`src/rtl/muldiv_unit.sv`:
```
// Iterative multiply/divide unit holding the architectural HI/LO registers.
// Radix-2 shift-add multiply and restoring divide, WIDTH iterations plus a sign-fix cycle.
module muldiv_unit #(
    parameter int WIDTH = 32
) (
    input  logic             clk,
    input  logic             rst,
    input  logic [WIDTH-1:0] data1,
    input  logic [WIDTH-1:0] data2,
    input  logic [2:0]       mdop,
    input  logic             start,
    output logic             busy,
    output logic             done,
    output logic             divzero,
    output logic [WIDTH-1:0] hi,
    output logic [WIDTH-1:0] lo
);

    localparam int CW = $clog2(WIDTH);

    typedef enum logic [1:0] {
        S_IDLE = 2'd0,
        S_RUN  = 2'd1,
        S_FIX  = 2'd2
    } state_t;

    state_t           r_state;
    state_t           w_next;
    logic [CW-1:0]    r_cnt;
    logic [WIDTH-1:0] r_acc_hi;
    logic [WIDTH-1:0] r_acc_lo;
    logic [WIDTH-1:0] r_opb;
    logic [WIDTH-1:0] r_orig;
    logic [WIDTH-1:0] r_hi;
    logic [WIDTH-1:0] r_lo;
    logic             r_is_div;
    logic             r_neg_res;
    logic             r_neg_rem;
    logic             r_dz;
    logic             r_busy;
    logic             r_done;
    logic             r_divzero;

    logic               w_launch;
    logic               w_a_neg;
    logic               w_b_neg;
    logic [WIDTH-1:0]   w_abs_a;
    logic [WIDTH-1:0]   w_abs_b;
    logic [WIDTH:0]     w_mul_sum;
    logic [WIDTH:0]     w_div_shift;
    logic [WIDTH:0]     w_div_diff;
    logic [WIDTH-1:0]   w_iter_hi;
    logic [WIDTH-1:0]   w_iter_lo;
    logic [2*WIDTH-1:0] w_prod;
    logic [WIDTH-1:0]   w_quo;
    logic [WIDTH-1:0]   w_rem;

    assign w_launch = (r_state == S_IDLE) && start && (mdop[2] == 1'b0);
    assign w_a_neg  = mdop[0] & data1[WIDTH-1];
    assign w_b_neg  = mdop[0] & data2[WIDTH-1];
    assign w_abs_a  = w_a_neg ? (~data1 + WIDTH'(1)) : data1;
    assign w_abs_b  = w_b_neg ? (~data2 + WIDTH'(1)) : data2;

    // Multiply keeps the multiplier in acc_lo; divide keeps the dividend there and the remainder in acc_hi.
    assign w_mul_sum   = {1'b0, r_acc_hi} + (r_acc_lo[0] ? {1'b0, r_opb} : {(WIDTH+1){1'b0}});
    assign w_div_shift = {r_acc_hi, r_acc_lo[WIDTH-1]};
    assign w_div_diff  = w_div_shift - {1'b0, r_opb};

    assign w_prod = r_neg_res ? (~{r_acc_hi, r_acc_lo} + (2*WIDTH)'(1)) : {r_acc_hi, r_acc_lo};
    assign w_quo  = r_neg_res ? (~r_acc_lo + WIDTH'(1)) : r_acc_lo;
    assign w_rem  = r_neg_rem ? (~r_acc_hi + WIDTH'(1)) : r_acc_hi;

    // One multiply or divide iteration.
    always_comb begin
        w_iter_hi = r_acc_hi;
        w_iter_lo = r_acc_lo;
        if (r_is_div) begin
            if (w_div_diff[WIDTH] == 1'b0) begin
                w_iter_hi = w_div_diff[WIDTH-1:0];
                w_iter_lo = {r_acc_lo[WIDTH-2:0], 1'b1};
            end else begin
                w_iter_hi = w_div_shift[WIDTH-1:0];
                w_iter_lo = {r_acc_lo[WIDTH-2:0], 1'b0};
            end
        end else begin
            w_iter_hi = w_mul_sum[WIDTH:1];
            w_iter_lo = {w_mul_sum[0], r_acc_lo[WIDTH-1:1]};
        end
    end

    // Next-state logic.
    always_comb begin
        w_next = r_state;
        case (r_state)
            S_IDLE:  w_next = w_launch ? S_RUN : S_IDLE;
            S_RUN:   w_next = (r_cnt == CW'(WIDTH - 1)) ? S_FIX : S_RUN;
            S_FIX:   w_next = S_IDLE;
            default: w_next = S_IDLE;
        endcase
    end

    // State register.
    always_ff @(posedge clk or posedge rst) begin
        if (rst) begin
            r_state <= S_IDLE;
        end else begin
            r_state <= w_next;
        end
    end

    // Datapath, HI/LO and status registers.
    always_ff @(posedge clk or posedge rst) begin
        if (rst) begin
            r_cnt     <= '0;
            r_acc_hi  <= '0;
            r_acc_lo  <= '0;
            r_opb     <= '0;
            r_orig    <= '0;
            r_hi      <= '0;
            r_lo      <= '0;
            r_is_div  <= 1'b0;
            r_neg_res <= 1'b0;
            r_neg_rem <= 1'b0;
            r_dz      <= 1'b0;
            r_busy    <= 1'b0;
            r_done    <= 1'b0;
            r_divzero <= 1'b0;
        end else begin
            r_done <= 1'b0;
            case (r_state)
                S_IDLE: begin
                    if (w_launch) begin
                        r_cnt     <= '0;
                        r_acc_hi  <= '0;
                        r_acc_lo  <= mdop[1] ? w_abs_a : w_abs_b;
                        r_opb     <= mdop[1] ? w_abs_b : w_abs_a;
                        r_orig    <= data1;
                        r_is_div  <= mdop[1];
                        r_neg_res <= w_a_neg ^ w_b_neg;
                        r_neg_rem <= w_a_neg;
                        r_dz      <= mdop[1] && (data2 == {WIDTH{1'b0}});
                        r_busy    <= 1'b1;
                    end else if (start && (mdop == 3'b100)) begin
                        r_hi <= data1;
                    end else if (start && (mdop == 3'b101)) begin
                        r_lo <= data1;
                    end
                end
                S_RUN: begin
                    r_acc_hi <= w_iter_hi;
                    r_acc_lo <= w_iter_lo;
                    r_cnt    <= r_cnt + CW'(1);
                end
                S_FIX: begin
                    if (r_dz) begin
                        r_hi <= r_orig;
                        r_lo <= {WIDTH{1'b1}};
                    end else if (r_is_div) begin
                        r_hi <= w_rem;
                        r_lo <= w_quo;
                    end else begin
                        r_hi <= w_prod[2*WIDTH-1:WIDTH];
                        r_lo <= w_prod[WIDTH-1:0];
                    end
                    r_divzero <= r_dz;
                    r_cnt     <= '0;
                    r_busy    <= 1'b0;
                    r_done    <= 1'b1;
                end
                default: begin
                    r_busy <= 1'b0;
                end
            endcase
        end
    end

    assign busy    = r_busy;
    assign done    = r_done;
    assign divzero = r_divzero;
    assign hi      = r_hi;
    assign lo      = r_lo;

endmodule

```
`config.mk`:
```
export PLATFORM = sky130hd
export DESIGN_NAME = muldiv_unit
export DESIGN_NICKNAME = d
export VERILOG_FILES = /design/src/rtl/muldiv_unit.sv
export SDC_FILE = /design/constraint.sdc
export NUM_CORES = 1
export LEC_CHECK = 0
export CORE_ASPECT_RATIO = 0.9
export CORE_MARGIN = 3
export CORE_UTILIZATION = 55
export CTS_CLUSTER_SIZE = 20
export DETAILED_ROUTE_END_ITERATION = 7
export PLACE_DENSITY = 0.76
export SLEW_MARGIN = 20
export SYNTH_ARGS = -nofsm -noshare
export SYNTH_HDL_FRONTEND = slang
export SYNTH_SLANG_ARGS = --single-unit
```
`constraint.sdc`:
```
create_clock -name clk -period 9.8 [get_ports clk]
set_input_delay 1.96 -clock clk [delete_from_list [all_inputs] [get_ports clk]]
set_output_delay 1.96 -clock clk [all_outputs]
set_load 0.02 [all_outputs]
```
==> impl_metrics.env <==
export IMPL_status="completed"
export IMPL_synthAdderAreaFrac=0.0568
export IMPL_synth_edf_count=0
export IMPL_async_flop_share=1.00
export IMPL_max_freq_mhz=214
export IMPL_fin_crit_ns=4.67
export IMPL_rows=58
export IMPL_drt_pass1_iter_count=6
export IMPL_synth_area_leaders="dfrtp_1 32%, nand2_1 6.5%, xnor2_1 5.9%"
export IMPL_power_leakage_nw=7.64
export IMPL_cts_buffer_depth=3
export IMPL_hold_viol_final=0
export IMPL_fin_setup_tns_ns=0
export IMPL_grt_pass1_vias=15100
export IMPL_finClkSkew_ns=0.0236
export IMPL_num_vias=16100
export IMPL_path_clk_slew_ns=0.06
export IMPL_power_density_nw_per_um2=392
export IMPL_dp_hpwl_mm=41.6
export IMPL_multi_input_area_um2=10200
export IMPL_stdcell_area_um2=18400
export IMPL_critical_path_required_ns=10.25
export IMPL_area_growth_syn_to_layout_pct=13.9
export IMPL_synthXorXnorAreaFrac=0.0913
export IMPL_ys_warn_count=0
export IMPL_synth_ff_type="dfrtp_1"
export IMPL_rsz0062_at_grt="false"
export IMPL_numPortBuffers=136
export IMPL_ir_drop_uv=234
export IMPL_cts_max_level=1
export IMPL_cts_sinks=206
export IMPL_synth_compound_area_frac=0.267
export IMPL_die_y_um=168
export IMPL_routedWlPerCell_um=22.3
export IMPL_clockRootBuffer="clkbuf_16"
export IMPL_synth_top_family_by_area="compound AO/OA/AOI/OAI gates"
export IMPL_grt_max_degree=142
export IMPL_avgSynthCellArea_um2=7.91
export IMPL_ys_seq_area_frac=0.320
export IMPL_clkLatencyLatePin_ns=0.54
export IMPL_min_period_over_period=0.477
export IMPL_cts_tree="done"
export IMPL_grt_usage=0.344
export IMPL_drive_gt1_frac=0.0421
export IMPL_cap_violations=0
export IMPL_die_area_um2=31400
export IMPL_min_delay_path_class="register to register"
export IMPL_post_cts_buffers=0
export IMPL_synth_top_area_share=0.320
export IMPL_relSlewSlack=0.304
export IMPL_syn_inst=2036
export IMPL_yosysTopAreaCell="dfrtp_1"
export IMPL_setup_viol=0
export IMPL_muxShareOfSynthArea=0.0320
export IMPL_drtAntennaViolNets=0
export IMPL_grt_overflow=0
export IMPL_critPathLaunch="data2[8]"
export IMPL_cp_end_kind="register"
export IMPL_r2r_start="r_acc_lo[31]"
export IMPL_cp_max_fo=5
export IMPL_antenna_found_initial=1
export IMPL_placed_cell_area_um2=17600
export IMPL_cts_repair_resized=0
export IMPL_floorplan_initialDensity=0.568
export IMPL_critical_path_class="primary input to register"
export IMPL_antenna_cells=0
export IMPL_hold_start="r_orig[22]"
export IMPL_fin_nets=2217
export IMPL_worst_pin_slew_ns=1.04
export IMPL_ios=137
export IMPL_netlist_area_um2=16100
export IMPL_wl_mm=55.3
export IMPL_ff_latch_area_um2=5160
export IMPL_synthSimpleGateAreaFrac=0.184
export IMPL_cp_start_kind="primary input"
export IMPL_synth_cell_types=78
export IMPL_fillers=2472
export IMPL_drcViolationCount=0
export IMPL_drt_initial_drc_count=1683
export IMPL_finalMaxSlewViolations=0
export IMPL_core_area_um2=28400
export IMPL_grt_pass1_wl_mm=87.0
export IMPL_die_w_um=186
export IMPL_numCtsBuffers=24
export IMPL_synth_seq_cells=206
export IMPL_routabilityCongestion=0.954
export IMPL_cts_hold_buf=0
export IMPL_syn_num_nets=2178
export IMPL_viasPerCell=6.50
export IMPL_cp_arrival_ns=5.12
==> cells in the final DEF, fill, tap and decap left out, types with 20 or more instances in the layout <==
cell type / count
nor2_1: 173
o21ai_0: 112
nand2_1: 280
clkdlybuf4s50_1: 135
a211oi_1: 57
clkbuf_16: 24
nand3_1: 26
nor3_1: 27
o31ai_1: 24
ha_1: 70
a222oi_1: 20
nand2b_1: 23
a21o_1: 26
o22ai_1: 39
inv_1: 62
xor2_1: 60
a22oi_1: 26
a21oi_1: 159
mux2i_1: 47
xnor2_1: 108
o21ai_1: 106
dfrtp_1: 205
==> cells in the mapped netlist, types with 39 or more instances <==
master    instances
a211oi_1         57
inv_1            63
xnor2_1         108
xor2_1           60
o21ai_0         112
o21ai_1         106
ha_1             70
dfrtp_1         206
clkbuf_1        113
a21oi_1         159
mux2i_1          47
o22ai_1          39
nand2_1         280
nor2_1          173
==> cells by family after synthesis <==
family,count (synthesis)
AOI/OAI and AO/OA,686
xor gates and xnor gates,168
adders and majority gates,72
buffers and inverters,203
DFF,206
muxes,51
and+or+nand+nor,650
==> path summary, 6_finish.rpt <==
path	end	slack, ns	cells after the start
setup / recovery	r_acc_lo[27]	5.13	11
setup reg to reg	r_acc_hi[24]	5.40	14
min in group asynchronous	hi[8]	2.05	2
max in group asynchronous	r_is_div	6.10	3
hold / removal	r_orig[22]	0.48	2
hold reg to reg	r_orig[22]	0.48	2
==> routing by layer <==
| layer | vias to the layer above | GRT usage | share of wire |
|---|---|---|---|
| li1 | 7429 | - | - |
| met1 | 7743 | 0.501 | 0.43 |
| met3 | 118 | 0.0664 | 0.11 |
| met5 | - | 0 | 0 |
| met2 | 855 | 0.521 | 0.43 |
| met4 | 0 | 0.108 | 0.034 |
==> critical path: stages <==
cell	delay (ns)
clkdlybuf4s50_1	0.45
or4_1	0.57
or3_1	0.42
nor3_2	0.41
nand3_2	0.20
o31ai_1	0.32
xnor2_1	0.21
nor2_1	0.08
a211oi_1	0.25
a211oi_1	0.08
a21oi_1	0.16
==> state kept, by name, indices dropped and copies added, names as in the netlist, 2 cells and up <==
name and flops:
hi 32, lo 32, r_acc_hi 32, r_acc_lo 32, r_opb 32, r_orig 32, r_cnt 5, r_state 2
==> area by class of cell <==
type,count,area share
clock buffers,29,0.0354
clock inverters,14,0.00695
inverters,63,0.0133
multi-input cells,1627,0.556
flip-flops and latches,206,0.281
well taps,390,0.0266
repair buffers,153,0.0810
==> power by group <==
group | switching [mW] | leakage [nW] | internal (mW)
registers | 0.549 | 2.49 | 1.27
clock network | 0.402 | 0.386 | 0.504
logic | 2.61 | 4.76 | 1.87
total | 3.56 | 7.64 | 3.64
==> stage by stage <==
stage / power [mW] / instances / util / worst slack [ns] / hold slack [ns]
CTS: 7.12 / 2482 / 0.647 / 5.18 / 0.479
detailed placement: 6.20 / 2439 / 0.619 / 4.64 / 0.463
global placement: 6.10 / 2439 / 0.619 / 4.76 / 0.458
floorplan: 4.87 / 2036 / - / 2.22 / 0.445
global route: 7.72 / 2482 / 0.647 / 4.87 / 0.498
finish: 7.20 / 2482 / 0.647 / 5.13 / 0.477
Note: power is estimated with default switching activity, not from simulation.
